## config.mk

```make
export PLATFORM = sky130hd
export DESIGN_NAME = decode_queue
export DESIGN_NICKNAME = d
export VERILOG_FILES = /design/src/rtl/rv32i_pkg.sv /design/src/rtl/decode_core.sv /design/src/rtl/decode_queue.sv
export SDC_FILE = /design/constraint.sdc
export NUM_CORES = 1
export LEC_CHECK = 0
export BUFFER_PORTS_ARGS = -buffer_cell sky130_fd_sc_hd__buf_4
export CAP_MARGIN = 20
export CORE_MARGIN = 1
export CORE_UTILIZATION = 55
export CTS_BUF_LIST = sky130_fd_sc_hd__clkbuf_8
export CTS_CLUSTER_DIAMETER = 60
export DETAILED_ROUTE_END_ITERATION = 7
export PLACE_DENSITY = 0.75
export RECOVER_POWER = 25
export SLEW_MARGIN = 20
export SYNTH_ARGS = -nofsm -noshare
export SYNTH_HDL_FRONTEND = slang
export SYNTH_SLANG_ARGS = --single-unit
```

## constraint.sdc

```tcl
create_clock -name clk -period 3.2 [get_ports clk]
set_input_delay 0.64 -clock clk [delete_from_list [all_inputs] [get_ports clk]]
set_output_delay 0.64 -clock clk [all_outputs]
set_load 0.05 [all_outputs]
```

## src/rtl/rv32i_pkg.sv

```systemverilog
// Shared RV32I decode types: ALU operations, operand selects, the control bundle,
// its NOP default and the base opcode values.
package rv32i_pkg;

  typedef enum logic [4:0] {
    ALU_ADD, ALU_SUB, ALU_SLL, ALU_SLT, ALU_SLTU, ALU_XOR, ALU_SRL, ALU_SRA, ALU_OR, ALU_AND,
    ALU_MUL, ALU_MULH, ALU_MULHSU, ALU_MULHU, ALU_DIV, ALU_DIVU, ALU_REM, ALU_REMU
  } alu_op_t;

  typedef enum logic [1:0] {OP1_RS1, OP1_PC, OP1_ZERO} op1_sel_t;
  typedef enum logic {OP2_RS2, OP2_IMM} op2_sel_t;
  typedef enum logic [2:0] {IMM_I, IMM_S, IMM_B, IMM_U, IMM_J} imm_sel_t;

  typedef struct packed {
    alu_op_t  alu_op;
    op1_sel_t op1_sel;
    op2_sel_t op2_sel;
    imm_sel_t imm_sel;
    logic     reg_write;
    logic     mem_read;
    logic     mem_write;
    logic [2:0] funct3;
    logic     branch;
    logic     jal;
    logic     jalr;
    logic     system;
  } control_t;

  // addi x0,x0,0 with the register write suppressed
  localparam control_t CTRL_NOP = '{
    alu_op: ALU_ADD, op1_sel: OP1_RS1, op2_sel: OP2_IMM, imm_sel: IMM_I,
    reg_write: 1'b0, mem_read: 1'b0, mem_write: 1'b0, funct3: 3'b000,
    branch: 1'b0, jal: 1'b0, jalr: 1'b0, system: 1'b0
  };

  localparam logic [6:0] OPC_OP     = 7'b0110011;
  localparam logic [6:0] OPC_OPIMM  = 7'b0010011;
  localparam logic [6:0] OPC_LOAD   = 7'b0000011;
  localparam logic [6:0] OPC_STORE  = 7'b0100011;
  localparam logic [6:0] OPC_BRANCH = 7'b1100011;
  localparam logic [6:0] OPC_JAL    = 7'b1101111;
  localparam logic [6:0] OPC_JALR   = 7'b1100111;
  localparam logic [6:0] OPC_LUI    = 7'b0110111;
  localparam logic [6:0] OPC_AUIPC  = 7'b0010111;
  localparam logic [6:0] OPC_SYSTEM = 7'b1110011;
  localparam logic [6:0] OPC_FENCE  = 7'b0001111;

  function automatic alu_op_t base_alu(input logic [2:0] f3, input logic alt);
    case (f3)
      3'b000:  return alt ? ALU_SUB : ALU_ADD;
      3'b001:  return ALU_SLL;
      3'b010:  return ALU_SLT;
      3'b011:  return ALU_SLTU;
      3'b100:  return ALU_XOR;
      3'b101:  return alt ? ALU_SRA : ALU_SRL;
      3'b110:  return ALU_OR;
      default: return ALU_AND;
    endcase
  endfunction

endpackage

```

## src/rtl/decode_core.sv

```systemverilog
// Combinational RV32I decoder with illegal-encoding detection.
// Define RV32M_EN to decode the M-extension multiply/divide ops as legal.
module decode_core
  import rv32i_pkg::*;
(
  input  logic [31:0] instr,
  output control_t    ctrl,
  output logic [4:0]  rs1,
  output logic [4:0]  rs2,
  output logic [4:0]  rd,
  output logic        use_rs1,
  output logic        use_rs2,
  output logic        illegal
);

  logic [6:0] opcode;
  logic [6:0] funct7;
  logic [2:0] funct3;
  control_t   dec;
  logic       dec_rs1;
  logic       dec_rs2;
  logic       bad;

  assign opcode = instr[6:0];
  assign funct3 = instr[14:12];
  assign funct7 = instr[31:25];
  assign rs1    = instr[19:15];
  assign rs2    = instr[24:20];
  assign rd     = instr[11:7];

  always_comb begin
    dec     = CTRL_NOP;
    dec_rs1 = 1'b0;
    dec_rs2 = 1'b0;
    bad     = 1'b0;
    case (opcode)
      OPC_OP: begin
        dec_rs1 = 1'b1;
        dec_rs2 = 1'b1;
        dec.op2_sel   = OP2_RS2;
        dec.reg_write = 1'b1;
        case (funct7)
          7'b0000000: dec.alu_op = base_alu(funct3, 1'b0);
          7'b0100000: begin
            if (funct3 == 3'b000 || funct3 == 3'b101) dec.alu_op = base_alu(funct3, 1'b1);
            else bad = 1'b1;
          end
`ifdef RV32M_EN
          7'b0000001: begin
            case (funct3)
              3'b000:  dec.alu_op = ALU_MUL;
              3'b001:  dec.alu_op = ALU_MULH;
              3'b010:  dec.alu_op = ALU_MULHSU;
              3'b011:  dec.alu_op = ALU_MULHU;
              3'b100:  dec.alu_op = ALU_DIV;
              3'b101:  dec.alu_op = ALU_DIVU;
              3'b110:  dec.alu_op = ALU_REM;
              default: dec.alu_op = ALU_REMU;
            endcase
          end
`endif
          default: bad = 1'b1;
        endcase
      end
      OPC_OPIMM: begin
        dec_rs1 = 1'b1;
        dec.reg_write = 1'b1;
        dec.alu_op    = base_alu(funct3, 1'b0);
        if (funct3 == 3'b001 && funct7 != 7'b0000000) bad = 1'b1;
        if (funct3 == 3'b101) begin
          if (funct7 == 7'b0100000) dec.alu_op = ALU_SRA;
          else if (funct7 != 7'b0000000) bad = 1'b1;
        end
      end
      OPC_LOAD: begin
        dec_rs1 = 1'b1;
        dec.reg_write = 1'b1;
        dec.mem_read  = 1'b1;
        dec.funct3    = funct3;
        if (funct3 == 3'b011 || funct3 == 3'b110 || funct3 == 3'b111) bad = 1'b1;
      end
      OPC_STORE: begin
        dec_rs1 = 1'b1;
        dec_rs2 = 1'b1;
        dec.mem_write = 1'b1;
        dec.imm_sel   = IMM_S;
        dec.funct3    = funct3;
        if (funct3 >= 3'b011) bad = 1'b1;
      end
      OPC_BRANCH: begin
        dec_rs1 = 1'b1;
        dec_rs2 = 1'b1;
        dec.alu_op  = ALU_SUB;
        dec.op2_sel = OP2_RS2;
        dec.imm_sel = IMM_B;
        dec.branch  = 1'b1;
        dec.funct3  = funct3;
        if (funct3 == 3'b010 || funct3 == 3'b011) bad = 1'b1;
      end
      OPC_JAL: begin
        dec.op1_sel   = OP1_PC;
        dec.imm_sel   = IMM_J;
        dec.reg_write = 1'b1;
        dec.jal       = 1'b1;
      end
      OPC_JALR: begin
        dec_rs1 = 1'b1;
        dec.reg_write = 1'b1;
        dec.jalr      = 1'b1;
        if (funct3 != 3'b000) bad = 1'b1;
      end
      OPC_LUI: begin
        dec.op1_sel   = OP1_ZERO;
        dec.imm_sel   = IMM_U;
        dec.reg_write = 1'b1;
      end
      OPC_AUIPC: begin
        dec.op1_sel   = OP1_PC;
        dec.imm_sel   = IMM_U;
        dec.reg_write = 1'b1;
      end
      OPC_SYSTEM: dec.system = 1'b1;
      OPC_FENCE:  dec = CTRL_NOP;
      default:    bad = 1'b1;
    endcase
  end

  // Compressed-space words are rejected even if the opcode bits look familiar
  assign illegal = bad || (instr[1:0] != 2'b11);
  assign ctrl    = illegal ? CTRL_NOP : dec;
  assign use_rs1 = dec_rs1 && !illegal;
  assign use_rs2 = dec_rs2 && !illegal;

endmodule

```

## src/rtl/decode_queue.sv

```systemverilog
// Fetch-to-execute instruction queue: DEPTH-entry FIFO, registered decode of the head,
// flush, and a halt FSM that freezes issue after a SYSTEM instruction.
module decode_queue
  import rv32i_pkg::*;
#(
  parameter int DEPTH = 4,
  parameter int PC_W  = 32
) (
  input  logic                   clk,
  input  logic                   rst,
  input  logic                   flush,
  input  logic                   in_valid,
  output logic                   in_ready,
  input  logic [PC_W-1:0]        in_pc,
  input  logic [31:0]            in_instr,
  output logic                   out_valid,
  input  logic                   out_ready,
  output logic [PC_W-1:0]        out_pc,
  output control_t               out_ctrl,
  output logic [4:0]             out_rs1,
  output logic [4:0]             out_rs2,
  output logic [4:0]             out_rd,
  output logic                   out_use_rs1,
  output logic                   out_use_rs2,
  output logic                   out_illegal,
  output logic                   halted,
  output logic [$clog2(DEPTH):0] count
);

  localparam int AW = $clog2(DEPTH);

  typedef enum logic {S_RUN, S_HALT} halt_state_t;

  halt_state_t     state, state_d;
  logic [PC_W-1:0] pc_mem    [DEPTH];
  logic [31:0]     instr_mem [DEPTH];
  logic [AW-1:0]   wr_ptr, rd_ptr;
  logic            push, load;

  control_t   head_ctrl;
  logic [4:0] head_rs1, head_rs2, head_rd;
  logic       head_use_rs1, head_use_rs2, head_illegal;

  assign in_ready = (count < (AW+1)'(DEPTH)) && !flush;
  assign push     = in_valid && in_ready;
  assign load     = (count != '0) && (state == S_RUN) && (!out_valid || out_ready);
  assign halted   = (state == S_HALT);

  decode_core u_decode (
    .instr   (instr_mem[rd_ptr]),
    .ctrl    (head_ctrl),
    .rs1     (head_rs1),
    .rs2     (head_rs2),
    .rd      (head_rd),
    .use_rs1 (head_use_rs1),
    .use_rs2 (head_use_rs2),
    .illegal (head_illegal)
  );

  always_ff @(posedge clk) begin
    if (push) begin
      pc_mem[wr_ptr]    <= in_pc;
      instr_mem[wr_ptr] <= in_instr;
    end
  end

  // Power-of-two depth lets the pointers wrap by plain overflow
  always_ff @(posedge clk) begin
    if (rst || flush) begin
      wr_ptr <= '0;
      rd_ptr <= '0;
      count  <= '0;
    end else begin
      if (push) wr_ptr <= wr_ptr + AW'(1);
      if (load) rd_ptr <= rd_ptr + AW'(1);
      case ({push, load})
        2'b10:   count <= count + 1'b1;
        2'b01:   count <= count - 1'b1;
        default: count <= count;
      endcase
    end
  end

  always_ff @(posedge clk) begin
    if (rst || flush) begin
      out_valid   <= 1'b0;
      out_pc      <= '0;
      out_ctrl    <= CTRL_NOP;
      out_rs1     <= '0;
      out_rs2     <= '0;
      out_rd      <= '0;
      out_use_rs1 <= 1'b0;
      out_use_rs2 <= 1'b0;
      out_illegal <= 1'b0;
    end else if (load) begin
      out_valid   <= 1'b1;
      out_pc      <= pc_mem[rd_ptr];
      out_ctrl    <= head_ctrl;
      out_rs1     <= head_rs1;
      out_rs2     <= head_rs2;
      out_rd      <= head_rd;
      out_use_rs1 <= head_use_rs1;
      out_use_rs2 <= head_use_rs2;
      out_illegal <= head_illegal;
    end else if (out_valid && out_ready) begin
      out_valid <= 1'b0;
    end
  end

  always_ff @(posedge clk) begin
    if (rst || flush) state <= S_RUN;
    else              state <= state_d;
  end

  // Only flush or reset leaves HALT
  always_comb begin
    state_d = state;
    case (state)
      S_RUN:  if (load && head_ctrl.system) state_d = S_HALT;
      S_HALT: state_d = S_HALT;
    endcase
  end

endmodule

```

==> impl_metrics.toml <==
[route]
wl_met3_mm = 1.57
drt-met1-wl_mm = 10.5
wl_mm = 25.0
dr.max_layer_used = "met4"
avgRoutedWirePerCell_um = 19.5
wl_met2_mm = 12.3
antenna_left = 0
first_iter_violations = 511
drt_pass1_iterations = 5
via_count = 7202
remaining_drc_errors = 0
vias_per_cell = 5.64

[power_and_ir_drop]
comb_power_share = 0.068
netSwitchingFraction = 0.226
p_switching_w = 0.00200
clockPowerShare = 0.389
power_density_nw_per_um2 = 590
vdd_drop_max_uv = 360
p_leak_nw = 5.06
finalPower_w = 0.00886
p_seq_frac = 0.543
internal-power_w = 0.00685

[cells_and_area]
nets = 1024
final_cells = 1278
fillers = 1592
seqCellArea_um2 = 9310
multi_input_area_um2 = 3140
syn2layout_area_growth_pct = 18.3
drive_gt1_frac = 0.288

[placement]
dpl.hpwl_mm = 15.5
routabilityCongestion = 0.903
dp_cells = 1181
io_buffers = 144

[clocking]
cts_buffers = 51
cts_resized = 0
cts_tree = "done"
cts_hold_buf = 0
h-tree-depth = 2
cts_sinks = 337
clk_pin_slew_worst_paths_ns = 0.06
post_cts_buffers = 0
clock_latency_ns = 0.56
root_buffer = "clkbuf_8"
cts.path.max_buffers = 3

[worst_setup_path]
crit_type = "reg2reg"
startpoint_type = "flop"
crit_arrival_ns = 3.22
crit_required_ns = 3.68
cp-end-kind = "flop"
critPathMaxFanout = 15

[synthesis]
synth_top_area_frac = 0.606
syn_inst = 774
yosysUniqueCellTypes = 66
synth_edf_count = 256
postSynthAreaPerCell_um2 = 16.4
ys_top_cells_by_area = "edfxtp_1 61%, dfxtp_1 13%, mux4_2 10%, nand2_1 3.6%, a21oi_1 2.3%"
netlist_area_um2 = 12700
yosys_warnings = 0
synth_flop_cell = "edfxtp_1"
ys_ff_latch = 337
synthArstFlopShare = 0
yosys.area.top_type = "edfxtp_1"
synth_fp_nets = 849
ys_seq_area_frac = 0.734

[floorplan]
dieArea_um2 = 23700
pin_count = 146
die_h_um = 154
coreArea_um2 = 22600
num_rows = 55
initial_core_util = 0.560
fp.dieW_um = 154

[hold_path]
hp-class = "in2reg"

[sta]
fin_hold_ws_ns = 0.288
finalSetupViolCount = 0
fmax_mhz = 365
post-route-min-period_ns = 2.74
fin_setup_tns_ns = 0
hold_viol = 0
clock_skew_ns = 0.0161
rsz0062_at_grt = "false"
slew_headroom = 0.371
post-route-period-util = 0.856
final_max_slew_viol_count = 0
worst_pin_slew_ns = 0.943

[global_route]
overflow = 0
grt_start_max_net_pins = 59
antenna_found_initial = 0
grt_use_total = 0.217
grt_pass1_wl_mm = 39.3
first_global_vias = 7178

[status]
status = "complete, no violations"

[flow_run]
max_cap_violations = 0
-- cell usage in the layout, fill, tap and decap left out, types with 5 or more instances in the layout --
cell type,synthesis,final
buf_4,1,112
inv_1,13,30
ha_1,5,5
mux4_2,57,57
nor2_1,31,31
clkbuf_1,23,47
nand2_1,121,121
nor4_1,5,5
and3_4,1,5
dfxtp_1,81,78
a21oi_1,58,58
o21ai_2,9,9
nand4_1,7,7
edfxtp_1,256,256
nand3_1,6,6
clkinv_2,0,11
clkbuf_8,0,63
-- power groups by stage --
stage	clock [W]	sequential (W)	combinational (W)
after floorplan	0	0.00497	0.000328
final	0.00344	0.00481	0.000600
after CTS	0.00352	0.00481	0.000630
after global routing	0.00372	0.00482	0.000652
after global placement	0	0.00490	0.000619
after detailed placement	0	0.00491	0.000628
-- state kept, by name, indices dropped and copies added, names as in the netlist, named ones only --
register     cells
count            3
halted           1
instr_mem      128
out_ctrl        20
out_illegal      1
out_pc          32
out_rd           5
out_rs1          5
out_rs2          5
out_use_rs1      1
out_use_rs2      1
out_valid        1
pc_mem         128
rd_ptr           2
wr_ptr           2
-- synthesized netlist by cell type (all sizes together) (5+ instances only) --
master and instances:
and2 5, inv 13, dfxtp 81, clkbuf 23, nand3 6, o21ai 13
mux4 57, a21oi 59, ha 5, and3 7, nor3b 6, nand2 122
nor4 5, buf 18, nand4 9, nor2 32, edfxtp 256
-- kinds of logic (layout without fill, tap and decap cells) --
family,Yosys count,count (layout),share of synthesized area
XOR/XNOR,6,6,0.00414
AO/OA/AOI/OAI,103,103,0.0550
AND/OR/NAND/NOR,210,210,0.0790
adder cells (fa/ha/maj),6,6,0.00651
buffers and inverters,54,272,0.0200
other,1,2,0.000296
flip-flops,337,337,0.734
multiplexers,57,57,0.101
-- critical path, stage by stage (launching register included) --
cell	delay (ns)
dfxtp_1	0.78
mux4_2	0.55
nor3b_2	0.23
a21oi_1	0.07
o32ai_2	0.26
nand4_2	0.36
buf_4	0.30
o21ai_2	0.12
-- area by class of cell --
cell class	count	area share
antenna	1	0.000167
clock buffer	63	0.0578
clock inverter	33	0.0115
inverter	13	0.00325
multi-input combinational	383	0.210
sequential	337	0.621
tap	285	0.0238
timing repair buffer	163	0.0731
-- path summary, 6_finish.rpt --
| path | startpoint | end | slack, ns | depth (start not counted) |
|---|---|---|---|---|
| setup reg to reg | flop | out_use_rs1 | 0.46 | 7 |
| hold / removal | in_instr[12] | instr_mem[3][12] | 0.29 | 1 |
| hold reg to reg | out_pc[20] | out_pc[20] | 0.45 | 2 |
| setup / recovery | flop | out_use_rs1 | 0.46 | 7 |
-- routing by layer --
layer | vias up | global-route usage
met5 | - | 0
met4 | 0 | 0.0824
met3 | 47 | 0.0513
met2 | 239 | 0.356
met1 | 3606 | 0.285
li1 | 3310 | -
-- per-stage QoR --
stage,utilization,setup WS (ns),instance area [um2]
after floorplan,-,0.330,12700
after global placement,0.624,0.502,14100
after detailed placement,0.624,0.461,14100
after CTS,0.670,0.463,15200
after global routing,0.663,0.247,15000
final,0.663,0.462,15000
Power figures use the tool's default switching activity.
